## config.mk

```make
export PLATFORM = sky130hd
export DESIGN_NAME = mpsoc_msi_wb_buffer
export DESIGN_NICKNAME = d
export VERILOG_FILES = /design/src/rtl/mpsoc_msi_wb_pkg.sv /design/src/rtl/mpsoc_msi_wb_fifo.sv /design/src/rtl/mpsoc_msi_wb_buffer.sv
export SDC_FILE = /design/constraint.sdc
export NUM_CORES = 1
export LEC_CHECK = 0
export BUFFER_PORTS_ARGS = -buffer_cell sky130_fd_sc_hd__buf_4
export CAP_MARGIN = 15
export CORE_MARGIN = 2
export CORE_UTILIZATION = 33
export DETAILED_ROUTE_END_ITERATION = 10
export HOLD_SLACK_MARGIN = 0.15
export MAX_ROUTING_LAYER = met4
export PLACE_DENSITY_LB_ADDON = 0.05
export SLEW_MARGIN = 20
export SYNTH_ARGS = -nofsm -noshare
export SYNTH_HDL_FRONTEND = slang
export SYNTH_SLANG_ARGS = --single-unit
```

## constraint.sdc

```tcl
create_clock -name wb_clk -period 6.02 [get_ports wb_clk]
set_input_delay 1.204 -clock wb_clk [delete_from_list [all_inputs] [get_ports wb_clk]]
set_output_delay 1.204 -clock wb_clk [all_outputs]
set_load 0.005 [all_outputs]
```

## src/rtl/mpsoc_msi_wb_pkg.sv

```systemverilog
// Shared types and helpers for the Wishbone posted-write buffer bridge.
package mpsoc_msi_wb_pkg;

  typedef enum logic [1:0] {
    ST_IDLE,
    ST_DRAIN,
    ST_RD_ISSUE,
    ST_RD_RESP
  } wb_state_e;

  // Width of a counter that must hold every value 0..depth inclusive.
  function automatic int wb_level_w(input int depth);
    return $clog2(depth + 1);
  endfunction

endpackage

```

## src/rtl/mpsoc_msi_wb_fifo.sv

```systemverilog
// Synchronous FIFO holding posted writes; a push into a full FIFO is taken
// when a pop happens in the same cycle.
module mpsoc_msi_wb_fifo
  import mpsoc_msi_wb_pkg::*;
#(
  parameter int W     = 8,
  parameter int DEPTH = 4
) (
  input  logic                         wb_clk,
  input  logic                         wb_rst,
  input  logic                         push,
  input  logic [W-1:0]                 push_data,
  input  logic                         pop,
  output logic [W-1:0]                 head_data,
  output logic                         full,
  output logic                         empty,
  output logic [wb_level_w(DEPTH)-1:0] level
);

  localparam int PW = $clog2(DEPTH);
  localparam int LW = wb_level_w(DEPTH);

  logic [W-1:0]  mem [DEPTH];
  logic [PW-1:0] wptr;
  logic [PW-1:0] rptr;
  logic          do_push;
  logic          do_pop;

  assign full      = (level == LW'(DEPTH));
  assign empty     = (level == '0);
  assign do_pop    = pop & ~empty;
  assign do_push   = push & (~full | do_pop);
  assign head_data = mem[rptr];

  // NOTE: storage is deliberately left out of reset; only the pointers and
  // the level define which entries are valid, so clearing the array buys nothing.
  always_ff @(posedge wb_clk) begin
    if (do_push) mem[wptr] <= push_data;
  end

  // NOTE: every register here uses <= so all state updates see the values
  // from before the edge, regardless of statement order.
  always_ff @(posedge wb_clk) begin
    if (wb_rst) begin
      wptr  <= '0;
      rptr  <= '0;
      level <= '0;
    end else begin
      if (do_push) wptr <= wptr + 1'b1;
      if (do_pop)  rptr <= rptr + 1'b1;
      level <= level + LW'(do_push) - LW'(do_pop);
    end
  end

endmodule

```

## src/rtl/mpsoc_msi_wb_buffer.sv

```systemverilog
// Wishbone classic bridge with a posted-write buffer; reads are ordered behind
// buffered writes. Define MPSOC_MSI_WB_BUFFER_TIMEOUT_EN to bound slave cycles.
module mpsoc_msi_wb_buffer
  import mpsoc_msi_wb_pkg::*;
#(
  parameter int AW      = 32,
  parameter int DW      = 32,
  parameter int DEPTH   = 4,
  parameter int TIMEOUT = 1024
) (
  input  logic                         wb_clk,
  input  logic                         wb_rst,
  input  logic [AW-1:0]                wbm_adr_i,
  input  logic [DW-1:0]                wbm_dat_i,
  input  logic [DW/8-1:0]              wbm_sel_i,
  input  logic                         wbm_we_i,
  input  logic                         wbm_cyc_i,
  input  logic                         wbm_stb_i,
  output logic [DW-1:0]                wbm_dat_o,
  output logic                         wbm_ack_o,
  output logic                         wbm_err_o,
  output logic [AW-1:0]                wbs_adr_o,
  output logic [DW-1:0]                wbs_dat_o,
  output logic [DW/8-1:0]              wbs_sel_o,
  output logic                         wbs_we_o,
  output logic                         wbs_cyc_o,
  output logic                         wbs_stb_o,
  input  logic [DW-1:0]                wbs_dat_i,
  input  logic                         wbs_ack_i,
  input  logic                         wbs_err_i,
  output logic                         wr_err_o,
  input  logic                         wr_err_clr_i,
  output logic [wb_level_w(DEPTH)-1:0] level_o
);

  localparam int SW = DW / 8;

  typedef struct packed {
    logic [AW-1:0] adr;
    logic [DW-1:0] dat;
    logic [SW-1:0] sel;
  } wb_entry_t;

  wb_state_e     state;
  wb_entry_t     push_entry;
  wb_entry_t     head_entry;
  logic          fifo_full;
  logic          fifo_empty;
  logic          cs;
  logic          new_req;
  logic          xfer_done;
  logic          xfer_err;
  logic          timeout_hit;
  logic          pop;
  logic          wr_accept;
  logic          rd_req;
  logic          wr_start;
  logic          rd_start;
  logic          rd_abort;
  logic [AW-1:0] rd_adr;
  logic [SW-1:0] rd_sel;

  assign cs         = wbm_cyc_i & wbm_stb_i;
  assign new_req    = cs & ~wbm_ack_o & ~wbm_err_o;
  assign xfer_done  = wbs_cyc_o & (wbs_ack_i | wbs_err_i | timeout_hit);
  assign xfer_err   = wbs_err_i | timeout_hit;
  assign pop        = xfer_done & wbs_we_o;
  assign wr_accept  = new_req & wbm_we_i & (state == ST_IDLE) & (~fifo_full | pop);
  assign rd_req     = new_req & ~wbm_we_i & (state == ST_IDLE);
  assign push_entry = '{adr: wbm_adr_i, dat: wbm_dat_i, sel: wbm_sel_i};

  // A new slave cycle only starts from a low wbs_cyc_o, which guarantees the
  // idle gap between back-to-back transfers.
  assign wr_start = ~wbs_cyc_o & ~fifo_empty & ((state == ST_IDLE) | (state == ST_DRAIN));
  assign rd_start = ~wbs_cyc_o & fifo_empty & (state == ST_DRAIN);

  mpsoc_msi_wb_fifo #(
    .W     ($bits(wb_entry_t)),
    .DEPTH (DEPTH)
  ) u_fifo (
    .wb_clk    (wb_clk),
    .wb_rst    (wb_rst),
    .push      (wr_accept),
    .push_data (push_entry),
    .pop       (pop),
    .head_data (head_entry),
    .full      (fifo_full),
    .empty     (fifo_empty),
    .level     (level_o)
  );

`ifdef MPSOC_MSI_WB_BUFFER_TIMEOUT_EN
  localparam int TW = $clog2(TIMEOUT);
  logic [TW-1:0] to_cnt;

  assign timeout_hit = wbs_cyc_o & (to_cnt == TW'(TIMEOUT - 1));

  always_ff @(posedge wb_clk) begin
    if (wb_rst || !wbs_cyc_o || xfer_done) to_cnt <= '0;
    else                                   to_cnt <= to_cnt + 1'b1;
  end
`else
  assign timeout_hit = 1'b0;
`endif

  always_ff @(posedge wb_clk) begin
    if (wb_rst) begin
      state     <= ST_IDLE;
      wbm_dat_o <= '0;
      wbm_ack_o <= 1'b0;
      wbm_err_o <= 1'b0;
      wbs_adr_o <= '0;
      wbs_dat_o <= '0;
      wbs_sel_o <= '0;
      wbs_we_o  <= 1'b0;
      wbs_cyc_o <= 1'b0;
      wbs_stb_o <= 1'b0;
      wr_err_o  <= 1'b0;
      rd_adr    <= '0;
      rd_sel    <= '0;
      rd_abort  <= 1'b0;
    end else begin
      wbm_ack_o <= wr_accept;
      wbm_err_o <= 1'b0;

      if (pop && xfer_err)   wr_err_o <= 1'b1;
      else if (wr_err_clr_i) wr_err_o <= 1'b0;

      if (xfer_done) begin
        wbs_cyc_o <= 1'b0;
        wbs_stb_o <= 1'b0;
      end

      if (wr_start) begin
        wbs_cyc_o <= 1'b1;
        wbs_stb_o <= 1'b1;
        wbs_we_o  <= 1'b1;
        wbs_adr_o <= head_entry.adr;
        wbs_dat_o <= head_entry.dat;
        wbs_sel_o <= head_entry.sel;
      end

      // A master that gives up mid-read still lets the slave read finish.
      if (!cs && (state == ST_DRAIN || state == ST_RD_ISSUE)) rd_abort <= 1'b1;

      case (state)
        ST_IDLE: begin
          if (rd_req) begin
            state    <= ST_DRAIN;
            rd_adr   <= wbm_adr_i;
            rd_sel   <= wbm_sel_i;
            rd_abort <= 1'b0;
          end
        end
        ST_DRAIN: begin
          if (rd_start) begin
            state     <= ST_RD_ISSUE;
            wbs_cyc_o <= 1'b1;
            wbs_stb_o <= 1'b1;
            wbs_we_o  <= 1'b0;
            wbs_adr_o <= rd_adr;
            wbs_dat_o <= '0;
            wbs_sel_o <= rd_sel;
          end
        end
        ST_RD_ISSUE: begin
          if (xfer_done) begin
            if (rd_abort || !cs) begin
              state <= ST_IDLE;
            end else begin
              state     <= ST_RD_RESP;
              wbm_ack_o <= ~xfer_err;
              wbm_err_o <= xfer_err;
              wbm_dat_o <= xfer_err ? '0 : wbs_dat_i;
            end
          end
        end
        ST_RD_RESP: begin
          state     <= ST_IDLE;
          wbm_dat_o <= '0;
        end
        default: state <= ST_IDLE;
      endcase
    end
  end

endmodule

```

==> results.sh, run 1 <==
export IMPL_outcome="completed"
export IMPL_antenna_left=0
export IMPL_finalNetCount=1423
export IMPL_final_seq_area_um2=11300
export IMPL_gp_congestion=0.710
export IMPL_p_leak_uw=0.00672
export IMPL_p_sw_share_pct=25.4
export IMPL_async_flop_share_pct=0
export IMPL_multiInputGateArea_um2=4340
export IMPL_max_freq_mhz=292
export IMPL_nFillCells=4466
export IMPL_wl_per_cell_um=20.0
export IMPL_drtIter0Drc=597
export IMPL_cts_setup_buffers=0
export IMPL_postCtsResizedCells=0
export IMPL_final_util_pct=41.3
export IMPL_cts_tree="built"
export IMPL_grt_max_degree=85
export IMPL_cp_arrival_ps=3690
export IMPL_hold_class="reg -> reg"
export IMPL_dr_pass1_iters=4
export IMPL_cts_buffers_inserted=48
export IMPL_grt_pass1_vias=9671
export IMPL_track_usage_pct=16.2
export IMPL_p_int_uw=5340
export IMPL_yosysWarnings=0
export IMPL_drv_slew=0
export IMPL_cp_start_kind="input pin"
export IMPL_vias=9448
export IMPL_coreArea_um2=47600
export IMPL_cts_sinks=426
export IMPL_yosysTopAreaCell="edfxtp_1"
export IMPL_maxCapViolCount=0
export IMPL_syn_area_um2=15900
export IMPL_area_growth_pct=23.7
export IMPL_routed_via_density=4.82
export IMPL_portBuffers=216
export IMPL_totalPowerFinal_uw=7160
export IMPL_hold_viol=0
export IMPL_synthCells=1095
export IMPL_min_period_ps=3420
export IMPL_power_density_nw_per_um2=364
export IMPL_p_sw_uw=1820
export IMPL_cp_end_kind="flop"
export IMPL_crit_required_ps=6290
export IMPL_ys_ff_latch=426
export IMPL_dpl_cell_area_um2=18100
export IMPL_overflow=0
export IMPL_rsz0062_at_grt="no"
export IMPL_avgSynthCellArea_um2=14.5
export IMPL_routed_wirelength_mm=39.3
export IMPL_synth_top_cell_area_share_pct=51.3
export IMPL_clock_latency_ps=590
export IMPL_synth_edff_count=272
export IMPL_cts_hold_buf=0
export IMPL_path_clk_slew_ps=60
export IMPL_io_pins=217
export IMPL_htree_levels=2
export IMPL_cts_root_buf="clkbuf_16"
export IMPL_finalSetupViolCount=0
export IMPL_design_area_um2=19700
export IMPL_relSlewSlack_pct=29.6
export IMPL_rows=80
export IMPL_die_h_um=224
export IMPL_yosysSeqAreaShare_pct=70.7
export IMPL_drcViolationCount=0
export IMPL_fin_skew_ps=16.3
export IMPL_layout_drive_gt1_share_pct=31.1
export IMPL_crit_type="in -> reg"
export IMPL_antenna_found_initial=2
export IMPL_vdd_ir_drop_max_uv=228
export IMPL_fin_crit_sh_pct=56.8
export IMPL_clockPowerShare_pct=39.2
export IMPL_comb_power_share_pct=13.1
export IMPL_hpwl_mm=23.0
export IMPL_seq_power_share_pct=47.7
export IMPL_die_area_um2=50000
export IMPL_synth_cell_types=44
export IMPL_synthFlopType="edfxtp_1"
export IMPL_yosys_top_cells_area="edfxtp_1, dfxtp_1, mux4_2"
export IMPL_crit_path_max_fanout=56
export IMPL_clk_path_buf_depth=3
export IMPL_fp_dieW_um=224
export IMPL_worst_pin_slew_ps=1060
export IMPL_grt_pass1_wl_mm=59.9
export IMPL_setup_tns_ps=0
export IMPL_initial_utilization_pct=33.4
export IMPL_synth_fp_nets=1214
-- Yosys cell counts, drive strengths merged, types with 2 or more instances --
cell / count
a21oi: 104
nor3: 3
a31oi: 2
xnor2: 4
dfxtp: 154
or3: 3
a311oi: 38
and2: 6
nand2b: 2
buf: 26
clkbuf: 46
nor2: 46
mux4: 68
ha: 10
edfxtp: 272
o21ai: 3
nor2b: 2
nand3: 34
nand2: 244
inv: 11
-- final cells by class --
| type | count | area share (%) |
|---|---|---|
| Antenna cell | 2 | 0.0254 |
| Sequential cell | 426 | 57.2 |
| Inverter | 11 | 0.210 |
| Tap cell | 615 | 3.91 |
| Clock inverter | 18 | 0.731 |
| Multi-Input combinational cell | 586 | 22.0 |
| Clock buffer | 72 | 7.02 |
| Timing Repair Buffer | 231 | 8.87 |
-- sequential cells by signal (all words and copies together), names as in the netlist, named ones only --
signal,flops
u_fifo.mem,272
wbs_cyc_o,1
wbm_dat_o,32
wbm_ack_o,1
wbs_we_o,1
wbm_err_o,1
u_fifo.rptr,2
wbs_dat_o,32
wbs_sel_o,4
state,2
u_fifo.level,3
rd_adr,32
rd_sel,4
wbs_stb_o,1
wr_err_o,1
rd_abort,1
wbs_adr_o,32
u_fifo.wptr,2
-- placed cells by master, fill, tap and decap left out, types with 2 or more instances in the layout --
| cell type | instances |
|---|---|
| edfxtp_1 | 272 |
| nand2_1 | 243 |
| buf_4 | 230 |
| dfxtp_1 | 152 |
| a21oi_1 | 104 |
| mux4_2 | 68 |
| clkbuf_16 | 48 |
| nor2_1 | 45 |
| nand3_1 | 34 |
| a311oi_2 | 28 |
| clkbuf_1 | 15 |
| inv_1 | 11 |
| a311oi_1 | 10 |
| ha_1 | 10 |
| clkinv_2 | 10 |
| clkbuf_8 | 9 |
| and2_4 | 5 |
| xnor2_1 | 4 |
| clkinv_1 | 3 |
| diode_2 | 2 |
| nor2b_1 | 2 |
| o21ai_0 | 2 |
| a31oi_1 | 2 |
| nor3_1 | 2 |
| dfxtp_4 | 2 |
-- through the flow --
stage	setup WS [ps]	hold slack, ps	instances
finish	2600	450	1961
global route	2340	469	1961
CTS	2540	452	1958
detailed placement	1900	444	1868
global placement	1880	440	1868
floorplan	1910	437	1095
-- final timing paths --
| kind | start | end | slack (ps) | cells past startpoint |
|---|---|---|---|---|
| worst min-delay path | wbm_dat_o[24]$_SDFFE_PP0P_ | wbm_dat_o[24]$_SDFFE_PP0P_ | 450 | 2 |
| worst max register to register | state[0]$_SDFFE_PP0P_ | u_fifo.mem[0][13]$_DFFE_PP_ | 2810 | 6 |
| worst min register to register | wbm_dat_o[24]$_SDFFE_PP0P_ | wbm_dat_o[24]$_SDFFE_PP0P_ | 450 | 2 |
| worst max-delay path | wbm_cyc_i | u_fifo.mem[0][13]$_DFFE_PP_ | 2600 | 5 |
-- critical path, stage by stage --
cell,delay (ps)
buf_4,100
nand4bb_4,140
a2111oi_2,900
and2_4,920
buf_4,370
-- layer usage --
metal | routed length (µm) | GRT usage (%) | vias up
li1 | - | - | 4466
met1 | 17700 | 21.0 | 4746
met2 | 19200 | 26.1 | 188
met3 | 1800 | 3.54 | 48
met4 | 598 | 4.13 | 0
met5 | 0 | - | -
-- power groups by stage --
| stage | logic [µW] | clock network [µW] | registers [µW] |
|---|---|---|---|
| finish | 938 | 2810 | 3410 |
| global placement | 966 | 0 | 3480 |
| global route | 1050 | 3030 | 3430 |
| floorplan | 520 | 0 | 3460 |
| CTS | 969 | 2920 | 3420 |
| detailed placement | 967 | 0 | 3480 |
-- logic make-up (layout without fill, tap and decap cells) --
kind of cell | count (synthesis) | count (layout) | share of synthesized area, %
xor+xnor | 5 | 5 | 0.275
fa+ha+maj | 11 | 11 | 0.912
mux | 69 | 69 | 9.69
buf+inv | 83 | 332 | 2.30
simple gates | 346 | 346 | 9.03
flops | 426 | 426 | 70.7
compound gates | 155 | 155 | 7.10
other cells | 0 | 2 | 0
No activity file was read; power rests on OpenSTA's default activity.
==> run 2: changes to the inputs <==
==> constraint.sdc (replaced) <==
create_clock -name wb_clk -period 3.2 [get_ports wb_clk]
set_input_delay 0.64 -clock wb_clk [delete_from_list [all_inputs] [get_ports wb_clk]]
set_output_delay 0.64 -clock wb_clk [all_outputs]
set_load 0.005 [all_outputs]
==> results.sh, run 2 (synthesis results as in run 1) <==
export IMPL_layout_common_cells="edfxtp_1, nand2_1, buf_4"
export IMPL_fin_crit_sh_pct=75.5
export IMPL_die_area_um2=50000
export IMPL_maxCapViolCount=0
export IMPL_grt_pass1_vias=9715
export IMPL_cp_startpoint="u_fifo.level[1]$_SDFF_PP0_"
export IMPL_outcome="completed"
export IMPL_nFillCells=4468
export IMPL_finalNetCount=1441
export IMPL_cp_arrival_ps=2850
export IMPL_antenna_left=0
export IMPL_rr_startpoint="u_fifo.level[1]$_SDFF_PP0_"
export IMPL_clk_path_buf_depth=3
export IMPL_overflow=0
export IMPL_cts_root_buf="clkbuf_16"
export IMPL_routed_via_density=4.80
export IMPL_critPathSlowestCell="or3_4"
export IMPL_layout_drive_gt1_share_pct=31.5
export IMPL_drv_slew=0
export IMPL_setup_tns_ps=0
export IMPL_design_area_um2=20000
export IMPL_cpPeakStageDelay_ps=450
export IMPL_die_h_um=224
export IMPL_htree_levels=2
export IMPL_path_clk_slew_ps=60
export IMPL_wl_per_cell_um=20.1
export IMPL_totalPowerFinal_uw=13400
export IMPL_clock_latency_ps=580
export IMPL_io_pins=217
export IMPL_antenna_found_initial=2
export IMPL_crit_path_max_fanout=6
export IMPL_drcViolationCount=0
export IMPL_grt_pass1_wl_mm=60.3
export IMPL_p_leak_uw=0.00684
export IMPL_area_growth_pct=25.4
export IMPL_power_density_nw_per_um2=672
export IMPL_cts_sinks=426
export IMPL_cts_setup_buffers=0
export IMPL_cts_hold_buf=0
export IMPL_cp_start_kind="flop"
export IMPL_regMostFlops="u_fifo.mem"
export IMPL_hold_class="in -> reg"
export IMPL_dpl_cell_area_um2=18500
export IMPL_cp_end_kind="flop"
export IMPL_finalSetupViolCount=0
export IMPL_coreArea_um2=47600
export IMPL_grt_use_met1_pct=21.0
export IMPL_min_from="wbm_dat_i[25]"
export IMPL_drtIter0Drc=422
export IMPL_rows=80
export IMPL_worst_pin_slew_ps=979
export IMPL_cts_tree="built"
export IMPL_vias=9495
export IMPL_min_period_ps=2420
export IMPL_crit_required_ps=3630
export IMPL_met2_usage_pct=26.5
export IMPL_path_cells="or3_4 -> and2_1 -> ha_1 -> inv_1 -> ha_1 -> fa_1 -> xnor2_1 -> xnor2_1 -> nor2_1"
export IMPL_hpwl_mm=24.1
export IMPL_fin_skew_ps=16.2
export IMPL_final_common_cell="edfxtp_1"
export IMPL_portBuffers=216
export IMPL_cts_buffers_inserted=48
export IMPL_grt_busiest_layer="met2"
export IMPL_gp_congestion=0.713
export IMPL_fp_dieW_um=224
export IMPL_dr_pass1_iters=4
export IMPL_relSlewSlack_pct=34.7
export IMPL_initial_utilization_pct=33.4
export IMPL_vdd_ir_drop_max_uv=314
export IMPL_routed_wirelength_mm=39.7
export IMPL_grt_met3_usage_pct=3.46
export IMPL_largest_reg_flops=272
export IMPL_max_freq_mhz=414
export IMPL_multiInputGateArea_um2=4340
export IMPL_crit_type="reg -> reg"
export IMPL_postCtsResizedCells=0
export IMPL_rsz0062_at_grt="no"
export IMPL_final_seq_area_um2=11300
export IMPL_hold_viol=0
export IMPL_track_usage_pct=16.4
export IMPL_grt_max_degree=122
-- run 2: changes by cell type in the layout (fill, tap and decap cells not counted), sizes merged --
| cell | delta |
|---|---|
| clkbuf | -2 |
| clkinvlp | -1 |
| buf | +18 |
| inv | -2 |
| clkinv | +3 |
-- run 2: area by class of cell --
cell class                 count  area share [%]
sequential                   426            56.4
multi-input combinational    586            21.7
timing repair buffer         249            10.4
clock buffer                  70            6.80
tap                          615            3.86
clock inverter                18           0.614
inverter                      11           0.207
antenna                        2          0.0251
-- run 2: worst max-delay path: cells and delay by family (launching register included) --
family | cells | cell delay [ps]
fa+ha+maj | 3 | 850
simple gates | 3 | 700
flops | 1 | 360
xor+xnor | 2 | 340
buf+inv | 1 | 40
-- run 2: per-layer routing --
layer | share of wire, % | up-vias
met2 | 49 | 176
li1 | - | 4501
met5 | 0 | -
met3 | 4.6 | 57
met1 | 45 | 4761
met4 | 1.9 | 0
-- run 2: stage by stage --
step	hold slack [ps]	std cells	setup slack [ps]	utilization [%]
6_report	270	1977	783	41.9
5_1_grt	239	1977	674	41.9
4_1_cts	221	1975	769	41.9
3_5_place_dp	444	1887	561	38.8
3_3_place_gp	440	1887	568	38.8
2_1_floorplan	437	1095	367	-
-- run 2: report_power, final --
part	total (µW)	internal, µW	switching (µW)
clock	5150	3010	2140
sequential	6430	6210	223
combinational	1830	816	1010
-- run 2: final timing paths --
kind                                       to  slack, ps  cells past startpoint
setup / recovery   u_fifo.level[2]$_SDFF_PP0_        780                      9
hold / removal    u_fifo.mem[3][29]$_DFFE_PP_        270                      1
setup reg to reg   u_fifo.level[2]$_SDFF_PP0_        780                      9
hold reg to reg    wbm_dat_o[25]$_SDFFE_PP0P_        450                      2
